<file path="config.mk">
export PLATFORM = sky130hd
export DESIGN_NAME = riscv_multicycle_ctrl_flat
export DESIGN_NICKNAME = d
export VERILOG_FILES = /design/src/rtl/riscv_multicycle_ctrl_if.sv /design/src/rtl/riscv_multicycle_ctrl.sv /design/src/flat_wrapper.sv
export SDC_FILE = /design/constraint.sdc
export NUM_CORES = 1
export LEC_CHECK = 0
export ABC_AREA = 0
export CAP_MARGIN = 20
export CORE_MARGIN = 2
export CORE_UTILIZATION = 40
export DETAILED_ROUTE_END_ITERATION = 8
export MAX_ROUTING_LAYER = met4
export PLACE_DENSITY = 0.78
export RECOVER_POWER = 25
export SYNTH_ARGS = -nofsm -noshare
export SYNTH_HDL_FRONTEND = slang
export SYNTH_SLANG_ARGS = --single-unit
</file>
<file path="constraint.sdc">
create_clock -name clk -period 2.3 [get_ports clk]
set_input_delay 0.345 -clock clk [delete_from_list [all_inputs] [get_ports clk]]
set_output_delay 0.345 -clock clk [all_outputs]
set_load 0.02 [all_outputs]
</file>
<file path="src/rtl/riscv_multicycle_ctrl_if.sv">
// Control/status bundle between the multi-cycle RV32I controller and its datapath.
// The master side is the controller; the slave side is the datapath that obeys it.
interface riscv_multicycle_ctrl_if;
  logic [31:0] Instr;
  logic        Zero;
  logic        Alu_Lsb;
  logic        Mem_Ready;
  logic        IR_Write;
  logic        PC_Write;
  logic [1:0]  PC_Src;
  logic        Target_Write;
  logic        Asel;
  logic        Bsel;
  logic [4:0]  ALU_Ctrl;
  logic        Reg_Write;
  logic [1:0]  WB_Sel;
  logic        Mem_Req;
  logic        Mem_We;
  logic        Mem_Addr_Sel;
  logic        Illegal;

  modport master (
    input  Instr, Zero, Alu_Lsb, Mem_Ready,
    output IR_Write, PC_Write, PC_Src, Target_Write, Asel, Bsel, ALU_Ctrl,
           Reg_Write, WB_Sel, Mem_Req, Mem_We, Mem_Addr_Sel, Illegal
  );

  modport slave (
    output Instr, Zero, Alu_Lsb, Mem_Ready,
    input  IR_Write, PC_Write, PC_Src, Target_Write, Asel, Bsel, ALU_Ctrl,
           Reg_Write, WB_Sel, Mem_Req, Mem_We, Mem_Addr_Sel, Illegal
  );
endinterface

</file>
<file path="src/rtl/riscv_multicycle_ctrl.sv">
// Multi-cycle RV32I control FSM: FETCH/DECODE/EXEC/MEM/WB sequencing of the shared ALU,
// PC, IR, register file and memory port, with a memory-stall watchdog and sticky illegal trap.
module riscv_multicycle_ctrl #(
  parameter int unsigned MEM_TIMEOUT = 255
) (
  input  logic                   clk,
  input  logic                   rst_n,
  riscv_multicycle_ctrl_if.master bus
);

  typedef enum logic [2:0] {
    S_FETCH  = 3'd0,
    S_DECODE = 3'd1,
    S_EXEC   = 3'd2,
    S_MEM    = 3'd3,
    S_WB     = 3'd4,
    S_TRAP   = 3'd5
  } state_t;

  localparam logic [6:0] OPC_OP     = 7'b0110011;
  localparam logic [6:0] OPC_OP_IMM = 7'b0010011;
  localparam logic [6:0] OPC_LOAD   = 7'b0000011;
  localparam logic [6:0] OPC_STORE  = 7'b0100011;
  localparam logic [6:0] OPC_BRANCH = 7'b1100011;
  localparam logic [6:0] OPC_JAL    = 7'b1101111;
  localparam logic [6:0] OPC_JALR   = 7'b1100111;
  localparam logic [6:0] OPC_LUI    = 7'b0110111;
  localparam logic [6:0] OPC_AUIPC  = 7'b0010111;

  localparam logic [4:0] ALU_ADD  = 5'd1;
  localparam logic [4:0] ALU_OR   = 5'd3;
  localparam logic [4:0] ALU_XOR  = 5'd5;
  localparam logic [4:0] ALU_AND  = 5'd7;
  localparam logic [4:0] ALU_SUB  = 5'd9;
  localparam logic [4:0] ALU_SLT  = 5'd10;
  localparam logic [4:0] ALU_SLTU = 5'd12;
  localparam logic [4:0] ALU_SLL  = 5'd17;
  localparam logic [4:0] ALU_SRL  = 5'd18;
  localparam logic [4:0] ALU_SRA  = 5'd19;

  localparam logic [1:0] PCS_SEQ  = 2'd0;
  localparam logic [1:0] PCS_TGT  = 2'd1;
  localparam logic [1:0] PCS_ALU  = 2'd2;
  localparam logic [1:0] WB_ALU   = 2'd0;
  localparam logic [1:0] WB_MEM   = 2'd1;
  localparam logic [1:0] WB_LINK  = 2'd2;
  localparam logic [1:0] WB_IMM   = 2'd3;

  localparam logic [7:0] TMO_LAST = 8'(MEM_TIMEOUT - 1);

  function automatic logic instr_legal(input logic [31:0] ins);
    logic [2:0] f3;
    logic [6:0] f7;
    logic       ok;
    f3 = ins[14:12];
    f7 = ins[31:25];
    ok = 1'b0;
    case (ins[6:0])
      OPC_OP:     ok = (f7 == 7'b0000000) ||
                       ((f7 == 7'b0100000) && ((f3 == 3'b000) || (f3 == 3'b101)));
      OPC_OP_IMM: begin
        case (f3)
          3'b001:  ok = (f7 == 7'b0000000);
          3'b101:  ok = (f7 == 7'b0000000) || (f7 == 7'b0100000);
          default: ok = 1'b1;
        endcase
      end
      OPC_LOAD:   ok = (f3 != 3'b011) && (f3 != 3'b110) && (f3 != 3'b111);
      OPC_STORE:  ok = (f3 < 3'b011);
      OPC_BRANCH: ok = (f3[2:1] != 2'b01);
      OPC_JALR:   ok = (f3 == 3'b000);
      OPC_JAL,
      OPC_LUI,
      OPC_AUIPC:  ok = 1'b1;
      default:    ok = 1'b0;
    endcase
    return ok;
  endfunction

  // Immediate forms never select SUB; bit 30 only distinguishes SRAI from SRLI there.
  function automatic logic [4:0] alu_op(input logic [31:0] ins, input logic reg_form);
    logic [4:0] code;
    case (ins[14:12])
      3'b000:  code = (reg_form && ins[30]) ? ALU_SUB : ALU_ADD;
      3'b001:  code = ALU_SLL;
      3'b010:  code = ALU_SLT;
      3'b011:  code = ALU_SLTU;
      3'b100:  code = ALU_XOR;
      3'b101:  code = ins[30] ? ALU_SRA : ALU_SRL;
      3'b110:  code = ALU_OR;
      default: code = ALU_AND;
    endcase
    return code;
  endfunction

  function automatic logic [4:0] branch_op(input logic [2:0] f3);
    logic [4:0] code;
    case (f3[2:1])
      2'b10:   code = ALU_SLT;
      2'b11:   code = ALU_SLTU;
      default: code = ALU_SUB;
    endcase
    return code;
  endfunction

  // funct3[0] inverts the sense: BNE/BGE/BGEU are the complements of BEQ/BLT/BLTU.
  function automatic logic branch_taken(input logic [2:0] f3, input logic zero,
                                        input logic lsb);
    logic flag;
    flag = f3[2] ? lsb : zero;
    return flag ^ f3[0];
  endfunction

  state_t     state;
  state_t     state_next;
  logic [7:0] tmo_cnt;
  logic [7:0] cnt_next;
  logic       mem_wait;
  logic       tmo_hit;
  logic [6:0] opc;
  logic [2:0] f3;
  logic       unused_instr_bits;

  logic       ir_write;
  logic       pc_write;
  logic [1:0] pc_src;
  logic       target_write;
  logic       asel;
  logic       bsel;
  logic [4:0] alu_ctrl;
  logic       reg_write;
  logic [1:0] wb_sel;
  logic       mem_req;
  logic       mem_we;
  logic       mem_addr_sel;
  logic       illegal;

  assign opc               = bus.Instr[6:0];
  assign f3                = bus.Instr[14:12];
  assign unused_instr_bits = ^{bus.Instr[24:15], bus.Instr[11:7]};

  assign mem_wait = ((state == S_FETCH) || (state == S_MEM)) && !bus.Mem_Ready;
  assign tmo_hit  = mem_wait && (tmo_cnt == TMO_LAST);
  assign cnt_next = (mem_wait && !tmo_hit) ? tmo_cnt + 8'd1 : 8'd0;

  always_ff @(posedge clk or negedge rst_n) begin
    if (!rst_n) begin
      state   <= S_FETCH;
      tmo_cnt <= 8'd0;
    end else begin
      state   <= state_next;
      tmo_cnt <= cnt_next;
    end
  end

  always_comb begin
    state_next = state;
    case (state)
      S_FETCH: begin
        if (bus.Mem_Ready)  state_next = S_DECODE;
        else if (tmo_hit)   state_next = S_TRAP;
      end
      S_DECODE: state_next = instr_legal(bus.Instr) ? S_EXEC : S_TRAP;
      S_EXEC: begin
        case (opc)
          OPC_OP, OPC_OP_IMM, OPC_AUIPC: state_next = S_WB;
          OPC_LOAD, OPC_STORE:           state_next = S_MEM;
          default:                       state_next = S_FETCH;
        endcase
      end
      S_MEM: begin
        if (bus.Mem_Ready)  state_next = (opc == OPC_STORE) ? S_FETCH : S_WB;
        else if (tmo_hit)   state_next = S_TRAP;
      end
      S_WB:     state_next = S_FETCH;
      S_TRAP:   state_next = S_TRAP;
      default:  state_next = S_FETCH;
    endcase
  end

  // Outputs are forced low while rst_n is held so a pending request drops without a clock.
  always_comb begin
    ir_write     = 1'b0;
    pc_write     = 1'b0;
    pc_src       = PCS_SEQ;
    target_write = 1'b0;
    asel         = 1'b0;
    bsel         = 1'b0;
    alu_ctrl     = 5'd0;
    reg_write    = 1'b0;
    wb_sel       = WB_ALU;
    mem_req      = 1'b0;
    mem_we       = 1'b0;
    mem_addr_sel = 1'b0;
    illegal      = 1'b0;
    if (rst_n) begin
      case (state)
        S_FETCH: begin
          mem_req  = 1'b1;
          ir_write = bus.Mem_Ready;
          pc_write = bus.Mem_Ready;
        end
        S_DECODE: begin
          asel         = 1'b1;
          bsel         = 1'b1;
          alu_ctrl     = ALU_ADD;
          target_write = 1'b1;
        end
        S_EXEC: begin
          case (opc)
            OPC_OP:     alu_ctrl = alu_op(bus.Instr, 1'b1);
            OPC_OP_IMM: begin
              bsel     = 1'b1;
              alu_ctrl = alu_op(bus.Instr, 1'b0);
            end
            OPC_LOAD, OPC_STORE: begin
              bsel     = 1'b1;
              alu_ctrl = ALU_ADD;
            end
            OPC_BRANCH: begin
              alu_ctrl = branch_op(f3);
              if (branch_taken(f3, bus.Zero, bus.Alu_Lsb)) begin
                pc_write = 1'b1;
                pc_src   = PCS_TGT;
              end
            end
            OPC_JAL: begin
              pc_write  = 1'b1;
              pc_src    = PCS_TGT;
              reg_write = 1'b1;
              wb_sel    = WB_LINK;
            end
            OPC_JALR: begin
              bsel      = 1'b1;
              alu_ctrl  = ALU_ADD;
              pc_write  = 1'b1;
              pc_src    = PCS_ALU;
              reg_write = 1'b1;
              wb_sel    = WB_LINK;
            end
            OPC_LUI: begin
              reg_write = 1'b1;
              wb_sel    = WB_IMM;
            end
            OPC_AUIPC: begin
              asel     = 1'b1;
              bsel     = 1'b1;
              alu_ctrl = ALU_ADD;
            end
            default: ;
          endcase
        end
        S_MEM: begin
          mem_req      = 1'b1;
          mem_addr_sel = 1'b1;
          mem_we       = (opc == OPC_STORE);
          bsel         = 1'b1;
          alu_ctrl     = ALU_ADD;
        end
        S_WB: begin
          reg_write = 1'b1;
          wb_sel    = (opc == OPC_LOAD) ? WB_MEM : WB_ALU;
        end
        S_TRAP:  illegal = 1'b1;
        default: ;
      endcase
    end
  end

  assign bus.IR_Write     = ir_write;
  assign bus.PC_Write     = pc_write;
  assign bus.PC_Src       = pc_src;
  assign bus.Target_Write = target_write;
  assign bus.Asel         = asel;
  assign bus.Bsel         = bsel;
  assign bus.ALU_Ctrl     = alu_ctrl;
  assign bus.Reg_Write    = reg_write;
  assign bus.WB_Sel       = wb_sel;
  assign bus.Mem_Req      = mem_req;
  assign bus.Mem_We       = mem_we;
  assign bus.Mem_Addr_Sel = mem_addr_sel;
  assign bus.Illegal      = illegal;

endmodule

</file>
<file path="src/flat_wrapper.sv">
// flat-port wrapper written by rule: the top's interface ports become plain ports
module riscv_multicycle_ctrl_flat 
#(
  parameter int unsigned MEM_TIMEOUT = 255
)
  (clk, rst_n, bus_Instr, bus_Zero, bus_Alu_Lsb, bus_Mem_Ready, bus_IR_Write, bus_PC_Write, bus_PC_Src, bus_Target_Write, bus_Asel, bus_Bsel, bus_ALU_Ctrl, bus_Reg_Write, bus_WB_Sel, bus_Mem_Req, bus_Mem_We, bus_Mem_Addr_Sel, bus_Illegal);
  riscv_multicycle_ctrl_if bus_i ();
  input  logic clk;
  input  logic rst_n;
  input wire logic [$bits(bus_i.Instr)-1:0] bus_Instr;
  input wire logic [$bits(bus_i.Zero)-1:0] bus_Zero;
  input wire logic [$bits(bus_i.Alu_Lsb)-1:0] bus_Alu_Lsb;
  input wire logic [$bits(bus_i.Mem_Ready)-1:0] bus_Mem_Ready;
  output wire logic [$bits(bus_i.IR_Write)-1:0] bus_IR_Write;
  output wire logic [$bits(bus_i.PC_Write)-1:0] bus_PC_Write;
  output wire logic [$bits(bus_i.PC_Src)-1:0] bus_PC_Src;
  output wire logic [$bits(bus_i.Target_Write)-1:0] bus_Target_Write;
  output wire logic [$bits(bus_i.Asel)-1:0] bus_Asel;
  output wire logic [$bits(bus_i.Bsel)-1:0] bus_Bsel;
  output wire logic [$bits(bus_i.ALU_Ctrl)-1:0] bus_ALU_Ctrl;
  output wire logic [$bits(bus_i.Reg_Write)-1:0] bus_Reg_Write;
  output wire logic [$bits(bus_i.WB_Sel)-1:0] bus_WB_Sel;
  output wire logic [$bits(bus_i.Mem_Req)-1:0] bus_Mem_Req;
  output wire logic [$bits(bus_i.Mem_We)-1:0] bus_Mem_We;
  output wire logic [$bits(bus_i.Mem_Addr_Sel)-1:0] bus_Mem_Addr_Sel;
  output wire logic [$bits(bus_i.Illegal)-1:0] bus_Illegal;
  assign bus_i.Instr = bus_Instr;
  assign bus_i.Zero = bus_Zero;
  assign bus_i.Alu_Lsb = bus_Alu_Lsb;
  assign bus_i.Mem_Ready = bus_Mem_Ready;
  assign bus_IR_Write = bus_i.IR_Write;
  assign bus_PC_Write = bus_i.PC_Write;
  assign bus_PC_Src = bus_i.PC_Src;
  assign bus_Target_Write = bus_i.Target_Write;
  assign bus_Asel = bus_i.Asel;
  assign bus_Bsel = bus_i.Bsel;
  assign bus_ALU_Ctrl = bus_i.ALU_Ctrl;
  assign bus_Reg_Write = bus_i.Reg_Write;
  assign bus_WB_Sel = bus_i.WB_Sel;
  assign bus_Mem_Req = bus_i.Mem_Req;
  assign bus_Mem_We = bus_i.Mem_We;
  assign bus_Mem_Addr_Sel = bus_i.Mem_Addr_Sel;
  assign bus_Illegal = bus_i.Illegal;
  riscv_multicycle_ctrl #(.MEM_TIMEOUT(MEM_TIMEOUT)) u_core (.clk(clk), .rst_n(rst_n), .bus(bus_i));
endmodule
</file>
## After elaboration in Yosys (flattened, before gate mapping)

Cells that the tools add are included.

- Logic and storage cells: 110
- Bits in registers: 11
- Output and inout bits: 19
- Bits of input ports: 37

- $lt $le $gt $ge: 1
- Mux-type cells: 53
- Add/sub/neg operators: 1
- Bitwise gates (word level): 1
- Reduce and logical (&&, ||, !) cells: 24
- Equal/unequal tests: 28

Operators with widths:

| cell | count |
|---|---|
| $pmux 5 s7 | 2 |
| $eq 7x6->1 const B | 4 |
| $mux 1 | 25 |
| $eq 7x7->1 const B | 3 |
| $pmux 5 s4 | 1 |
| $eq 3x3->1 const B | 5 |
| $mux 3 | 5 |
| $pmux 3 s5 | 1 |
| $eq 7x5->1 const B | 2 |
| $eq 3x2->1 const B | 4 |
| $pmux 1 s2 | 6 |
| $pmux 3 s2 | 2 |
| $pmux 5 s2 | 1 |
| $reduce_or 3->1 | 3 |
| $add 8x1->8 const B | 1 |
| $eq 8x8->1 const B | 1 |
| $mux 8 | 1 |
| $pmux 2 s2 | 2 |
| $reduce_or 2->1 | 4 |
| $eq 7x2->1 const B | 1 |
| $logic_not 7->1 | 1 |
| $pmux 1 s7 | 1 |
| $eq 3x1->1 const B | 2 |
| $logic_and 1x1->1 | 6 |
| 15 further kinds | 24 |

## Logic depth before layout (Yosys ltp)

Gate-level depths: netlist of the first run.

- Word-level depth: 8
- Depth in mapped cells: 6
- Gate-level depth less buffers: 5

## Least setup slack after synthesis of the first run

OpenSTA, ideal clock, no wires.

- Kind: register to output
- Start: register u_core.state[2]
- End: output port bus_ALU_Ctrl[0]
- Arrival time: 1.759 ns
- Slack: 0.196 ns
- Path buffers: 1
- Data required time: 1.955 ns
- Stages on the path, launching flop included: 7
- Path through: dfrtp_1 > nor2b_4 > nand2_1 > or2_1 > buf_6 > or4_4 > o21ai_1

- Word-level cells in the longest chain between the ends: 4
- Elaborated cells between the ends (all ways): 6
- Those cells by class: eq/ne (3); mux (2); reduce/logical (1)

Ends and longest elaborated chain:

| what | RTL line | source |
|---|---|---|
| from (decl) | riscv_multicycle_ctrl.sv:114 | `state_t state;` |
| from (signal assigned) | riscv_multicycle_ctrl.sv:151 | `state <= state_next;` |
| $eq 3x1->1 / $eq 3x2->1 (equally long branches) | riscv_multicycle_ctrl.sv:197 | `case (state)` |
| $reduce_or 2->1 (no line) | -- |  |
| $pmux 5 s2 * | riscv_multicycle_ctrl.sv:197 |  |
| $mux 5 * | riscv_multicycle_ctrl.sv:196 | `if (rst_n) begin` |
| to (decl) | flat_wrapper.sv:20 | `output wire logic [$bits(bus_i.ALU_Ctrl)-1:0] bus_ALU_Ctrl;` |

Mark *: on every way between the ends. The rest lies on a longest branch, timed or not.

## Worst setup path in the final report of the first run

- Start: input port bus_Instr[5]
- End: output port bus_ALU_Ctrl[3]

- Word-level cells in the longest chain between the ends: 5
- Elaborated cells between the ends (all ways): 11
- Those cells by class: eq/ne (7); mux (3); reduce/logical (1)

Ends and longest elaborated chain:

| what | RTL line | source |
|---|---|---|
| from (decl) | flat_wrapper.sv:10 | `input wire logic [$bits(bus_i.Instr)-1:0] bus_Instr;` |
| $eq 7x7->1 (tied with other cells) | riscv_multicycle_ctrl.sv:210 | `case (opc)` |
| $reduce_or 4->1 (no line) | -- |  |
| $pmux 5 s4 * | riscv_multicycle_ctrl.sv:210 |  |
| $pmux 5 s2 * | riscv_multicycle_ctrl.sv:197 |  |
| $mux 5 * | riscv_multicycle_ctrl.sv:196 |  |

Marks and branches as above.

==> results of run 1 <==
-- cells in the mapped netlist (all sizes together), types with 3 or more instances --
library cell / number / area, sq um
nor2: 25 / 96.4
nand2: 12 / 45.0
dfrtp: 11 / 275
o21ai: 8 / 40.0
nand3: 7 / 35.0
xor2: 7 / 61.3
buf: 6 / 51.3
nand2b: 6 / 37.5
and3: 5 / 31.3
clkbuf: 5 / 18.8
a21oi: 4 / 23.8
nor3: 4 / 20.0
a31oi: 3 / 18.8
and2: 3 / 18.8
nor2b: 3 / 26.3
o211ai: 3 / 22.5
o22ai: 3 / 18.8
o32ai: 3 / 41.3
or2b: 3 / 22.5
-- how the worst max path moves through the flow --
| stage | startpoint | to | slack (ns) | depth (start not counted) |
|---|---|---|---|---|
| 2_1_floorplan | u_core.state[2]$_DFF_PN0_ | bus_ALU_Ctrl[0] | 0.20 | 6 |
| 3_3_place_gp | rst_n | bus_ALU_Ctrl[0] | -0.60 | 7 |
| 3_5_place_dp | rst_n | bus_ALU_Ctrl[0] | -0.62 | 7 |
| 4_1_cts | u_core.state[2]$_DFF_PN0_ | bus_ALU_Ctrl[3] | -0.11 | 7 |
| 5_1_grt | u_core.state[2]$_DFF_PN0_ | bus_ALU_Ctrl[3] | -0.12 | 7 |
| 6_report | bus_Instr[5] | bus_ALU_Ctrl[3] | -0.05 | 8 |
-- metal layers --
layer / share of wire [%] / global-route usage (%) / routed length, um / vias to the layer above
met5: 0 / - / 0 / -
met4: 0.60 / 5.52 / 25 / 0
met3: 6.2 / 3.93 / 256 / 6
met2: 51 / 43.0 / 2120 / 56
met1: 42 / 29.5 / 1730 / 723
li1: - / - / - / 748
-- cell families after synthesis --
| kind of cell | share of synthesized area (%) |
|---|---|
| AO/OA/AOI/OAI | 22.5 |
| AND/OR/NAND/NOR | 37.7 |
| flip-flops | 22.4 |
| adder cells (fa/ha/maj) | 2.04 |
| XOR/XNOR | 6.42 |
| multiplexers | 2.55 |
| buffers and inverters | 6.32 |
-- stage by stage --
| stage | TNS, ns | util, % |
|---|---|---|
| 2_1_floorplan | 0 | - |
| 3_3_place_gp | -6.28 | 63.8 |
| 3_5_place_dp | -6.66 | 63.8 |
| 4_1_cts | -0.244 | 66.6 |
| 5_1_grt | -0.277 | 69.5 |
| 6_report | -0.0631 | 69.5 |
-- what timing repair did --
| item | in CTS | in global routing |
|---|---|---|
| pin swaps | 4 | 7 |
| resized for setup | 70 | 24 |
| setup buffers | 7 | 5 |
| endpoints found under the setup margin | 18 | 13 |
| endpoints found under the hold margin | 0 | 0 |
-- power groups by stage --
stage / registers (uW) / clock network [uW] / logic (uW)
floorplan: 235 / 0 / 272
global placement: 234 / 0 / 463
detailed placement: 234 / 0 / 476
CTS: 230 / 136 / 462
global route: 234 / 146 / 539
finish: 233 / 132 / 505
-- state kept, by name (all words and copies together) (netlist names) --
register,flops
u_core.tmo_cnt,8
u_core.state,3
-- critical path: cells and delay by family --
family | cells | cell delay (ns)
AND/OR/NAND/NOR | 3 | 0.69
AO/OA/AOI/OAI | 2 | 0.23
buffers and inverters | 3 | 0.74
-- cell type report --
| class | instances | area, sq um |
|---|---|---|
| flip-flops and latches | 11 | 275 |
| inverters | 2 | 7.51 |
| well taps | 33 | 41.3 |
| clock buffers | 4 | 26.3 |
| multi-input cells | 134 | 945 |
| repair buffers | 92 | 776 |
| fillers | 244 | 907 |
==> impl_metrics.json, run 1 <==
{
  "p_sw_share_pct": 40.1,
  "netlist_area_sq_um": 1230,
  "drc": 0,
  "p_comb_share_pct": 58.1,
  "finalCritPeriodShare_pct": 102,
  "startpoint_type": "input pin",
  "drive_above_1_share_pct": 37.4,
  "placed_area_sq_um": 1900,
  "grt_pass1_wl_um": 6450,
  "fin_nets": 283,
  "wl_um": 4140,
  "p_clk_share_pct": 15.2,
  "p_seq_share_pct": 26.8,
  "syn-num-nets": 197,
  "layout_min_cycle_time_ns": 2.35,
  "layout_commonest_cell": "buf_4",
  "numPortBuffers": 40,
  "clk-insertion-delay-late_ns": 0.27,
  "reg2reg_depth": 5,
  "via_count": 1533,
  "finalPower_uw": 869,
  "critPathArrivalTime_ns": 2.00,
  "critPathMaxFanout": 4,
  "hp-class": "input pin to asynchronous set/reset pin",
  "worstPathRequired_ns": 1.96,
  "relSlewSlack_pct": 80.5,
  "die_y_um": 59.4,
  "cts_buffer_depth": 2,
  "via_per_inst": 5.55,
  "synth_edf_count": 0,
  "finish.instance_area_sq_um": 2070,
  "syn_inst": 158,
  "crit_chain": "clkdlybuf4s50_1, nand2b_1, a21oi_2, nor2_1, or4_4, buf_6, a21oi_2, buf_4",
  "grt_pass1_vias": 1470,
  "slowest_stage": "or4_4",
  "place_hpwl_um": 3060,
  "syn_area_per_cell_sq_um": 7.77,
  "clk_pin_slew_worst_paths_ns": 0.07,
  "synth_seq_cells": 11,
  "drt_iter0_drc": 42,
  "setup_viol": 2,
  "cpPeakStageDelay_ns": 0.46,
  "p_leak_uw": 0.000941,
  "track_usage_pct": 24.6,
  "firstDrtPassIters": 4,
  "cts_tree": "done",
  "r2r_start": "u_core.tmo_cnt[3]$_DFF_PN0_",
  "p_int_uw": 521,
  "synth_cell_type_count": 54,
  "reg2reg_to": "u_core.tmo_cnt[4]$_DFF_PN0_",
  "rows": 20,
  "cts_max_level": 1,
  "crit_path_end_kind": "output port",
  "diodes": 0,
  "io_pins": 56,
  "antenna_found_initial": 0,
  "slew_violations": 0,
  "finalClockSkew_ns": 0.00160,
  "overflow": 0,
  "fin_ws_ns": -0.0495,
  "cp_common_cell": "a21oi_2",
  "worst_pin_slew_ns": 0.288,
  "areaGrowthSynthToFinish_pct": 68.7,
  "max_freq_mhz": 426,
  "status": "complete, but fails checks",
  "ir_drop_v": 0.000596,
  "switching_power_uw": 348,
  "ant_nets": 0,
  "yosys_most_used_dff": "dfrtp_1",
  "finalNonFillerCells": 276,
  "ys_seq_area_share_pct": 22.4,
  "violations": "negative setup slack",
  "gp_congestion": 0.875,
  "grt_max_degree": 15,
  "finalHoldViolations": 0,
  "cts_buffers": 3,
  "cts_hold_buf": 0,
  "critPathKind": "input pin to output port",
  "die_width_um": 59.4,
  "grt_setup_unrepaired": "yes",
  "place_ws_ns": -0.623,
  "drv_cap": 0,
  "mostFrequentLayoutCells": "buf_4 (53), nor2_1 (22), clkdlybuf4s50_1 (18)",
  "holdWs_ns": 0.148,
  "wire_per_inst_um": 15.0,
  "async_reset_ff_share_pct": 100,
  "cts_sinks": 11,
  "die_area_sq_um": 3530,
  "core_sq_um": 2980,
  "p_per_area_nw_per_um2": 420,
  "yosysWarnings": 0,
  "setup.reg_to_reg.worst_slack_ns": 0.48,
  "start_util_pct": 41.2,
  "root_buffer": "clkbuf_4",
  "dp.cells": 260
}
Note: power is estimated with default switching activity, not from simulation.
==> run 2: changes to the inputs <==
--- a/config.mk
+++ b/config.mk
@@ -6,7 +6,6 @@
 export NUM_CORES = 1
 export LEC_CHECK = 0
 export ABC_AREA = 0
-export CAP_MARGIN = 20
 export CORE_MARGIN = 2
 export CORE_UTILIZATION = 40
 export DETAILED_ROUTE_END_ITERATION = 8
==> results of run 2 <==
No change in the layout: final DEF, timing and power equal those of run 1.
==> run 3: changes to the inputs <==
--- a/config.mk
+++ b/config.mk
@@ -12,6 +12,8 @@
 export MAX_ROUTING_LAYER = met4
 export PLACE_DENSITY = 0.78
 export RECOVER_POWER = 25
+export SKIP_LAST_GASP = 1
+export SLEW_MARGIN = 10
 export SYNTH_ARGS = -nofsm -noshare
 export SYNTH_HDL_FRONTEND = slang
 export SYNTH_SLANG_ARGS = --single-unit
==> impl_metrics.json, run 3 (synthesis gave the netlist of run 1 again) <==
{
  "status": "complete, but fails checks",
  "violations": "negative setup slack",
  "gp_congestion": 0.875,
  "mostFrequentLayoutCells": "buf_4 (52), nor2_1 (22), clkdlybuf4s50_1 (20)",
  "grt_setup_unrepaired": "yes",
  "fin_nets": 283,
  "critPathLaunch": "bus_Instr[3]",
  "critPathArrivalTime_ns": 2.00,
  "drv_cap": 0,
  "firstDrtPassIters": 4,
  "grt_max_degree": 15,
  "overflow": 0,
  "via_count": 1545,
  "finalSetupTns_ns": -0.120,
  "crit_chain": "clkdlybuf4s50_1, buf_4, nand4bb_1, nor2_4, a22o_1, a32oi_2, nor2_4, buf_6",
  "wire_per_inst_um": 14.8,
  "worst_pin_slew_ns": 0.280,
  "cp_common_cell": "nor2_4",
  "finalCritPeriodShare_pct": 102,
  "finalClockSkew_ns": 0.000471,
  "largest_reg_flops": 8,
  "core_sq_um": 2980,
  "cts_buffer_depth": 2,
  "p_int_uw": 516,
  "cts_max_level": 1,
  "clk_pin_slew_worst_paths_ns": 0.07,
  "cts_sinks": 11,
  "worstPathRequired_ns": 1.96,
  "hp-class": "input pin to asynchronous set/reset pin",
  "holdWs_ns": 0.156,
  "cts_tree": "done",
  "wl_um": 4090,
  "root_buffer": "clkbuf_4",
  "setup_viol": 3,
  "critPathKind": "input pin to output port",
  "grt_pass1_vias": 1459,
  "drc": 0,
  "clk-insertion-delay-late_ns": 0.27,
  "crit_path_end_kind": "output port",
  "layout_min_cycle_time_ns": 2.35,
  "ant_nets": 0,
  "p_sw_share_pct": 39.9,
  "areaGrowthSynthToFinish_pct": 67.1,
  "drive_above_1_share_pct": 36.6,
  "p_clk_share_pct": 15.2,
  "die_width_um": 59.4,
  "startpoint_type": "input pin",
  "finalHoldViolations": 0,
  "diodes": 0,
  "finish.instance_area_sq_um": 2050,
  "critPathMaxFanout": 6,
  "drt_iter0_drc": 37,
  "fin_util_pct": 68.9,
  "p_seq_share_pct": 27.1,
  "cts_hold_buf": 0,
  "cpPeakStageDelay_ns": 0.44,
  "die_area_sq_um": 3530,
  "top_regs": "u_core.tmo_cnt x8, u_core.state x3",
  "place_hpwl_um": 3060,
  "start_util_pct": 41.2,
  "antenna_found_initial": 0,
  "rows": 20,
  "p_comb_share_pct": 57.8,
  "numPortBuffers": 40,
  "grt_pass1_wl_um": 6260,
  "layout_commonest_cell": "buf_4",
  "switching_power_uw": 343,
  "fin_ws_ns": -0.0492,
  "slew_violations": 0,
  "r2r_start": "u_core.tmo_cnt[3]$_DFF_PN0_",
  "p_per_area_nw_per_um2": 419,
  "placed_area_sq_um": 1900,
  "io_pins": 56,
  "via_per_inst": 5.60,
  "slowest_stage": "clkdlybuf4s50_1",
  "p_leak_uw": 0.000905,
  "ir_drop_v": 0.000594,
  "die_y_um": 59.4,
  "track_usage_pct": 23.9,
  "max_freq_mhz": 426,
  "relSlewSlack_pct": 81.0,
  "largest_register": "u_core.tmo_cnt",
  "cts_buffers": 3
}
run 3: changes by cell type in the layout (fill, tap and decap cells not counted), sizes merged:
cell,delta
clkdlybuf4s50,+2
dlymetal6s2s,-2
buf,+1
clkbuf,-1
run 3: metrics by stage:
stage	total power, uW	std cells	setup WS, ns
after floorplan	507	158	0.196
after global placement	697	260	-0.600
after detailed placement	710	260	-0.623
after CTS	831	271	-0.157
after global routing	910	276	-0.116
final	860	276	-0.0492
run 3: final timing paths:
| kind | slack (ns) | cells past startpoint | endpoint |
|---|---|---|---|
| setup / recovery | -0.05 | 8 | bus_ALU_Ctrl[2] |
| hold / removal | 0.16 | 2 | u_core.tmo_cnt[3]$_DFF_PN0_ |
| setup reg to reg | 0.47 | 5 | u_core.tmo_cnt[4]$_DFF_PN0_ |
| hold reg to reg | 0.56 | 1 | u_core.tmo_cnt[0]$_DFF_PN0_ |
| max in group asynchronous | 1.99 | 2 | u_core.tmo_cnt[6]$_DFF_PN0_ |
| min in group clk | 0.56 | 1 | u_core.tmo_cnt[0]$_DFF_PN0_ |
run 3: per-layer routing:
| layer | GRT usage (%) | up-vias | wire (um) |
|---|---|---|---|
| met5 | - | - | 0 |
| met1 | 28.3 | 737 | 1720 |
| met2 | 41.8 | 59 | 2110 |
| met3 | 4.37 | 2 | 254 |
| li1 | - | 747 | - |
| met4 | 5.84 | 0 | 9 |
run 3: worst max-delay path: cells and delay by family:
family | cells | cell delay, ns
AOI/OAI and AO/OA | 2 | 0.24
buffers and inverters | 3 | 0.72
and+or+nand+nor | 3 | 0.71
run 3: area by class of cell:
class / count / area [sq um]
clock buffers: 4 / 26.3
fillers: 250 / 927
inverters: 2 / 7.51
multi-input cells: 134 / 932
flip-flops and latches: 11 / 275
well taps: 33 / 41.3
repair buffers: 92 / 768
run 3: timing repair:
item                                    in CTS  in global routing
pin swaps                                    4                  5
endpoints found under the setup margin      18                 12
resized for setup                           67                 23
cloned                                       0                  0
setup buffers                                7                  5
run 3: power groups by stage:
| stage | combinational (uW) | clock [uW] | sequential, uW |
|---|---|---|---|
| 6_report | 496 | 131 | 233 |
| 5_1_grt | 531 | 145 | 234 |
| 3_5_place_dp | 476 | 0 | 234 |
| 3_3_place_gp | 463 | 0 | 234 |
| 2_1_floorplan | 272 | 0 | 235 |
| 4_1_cts | 464 | 136 | 230 |
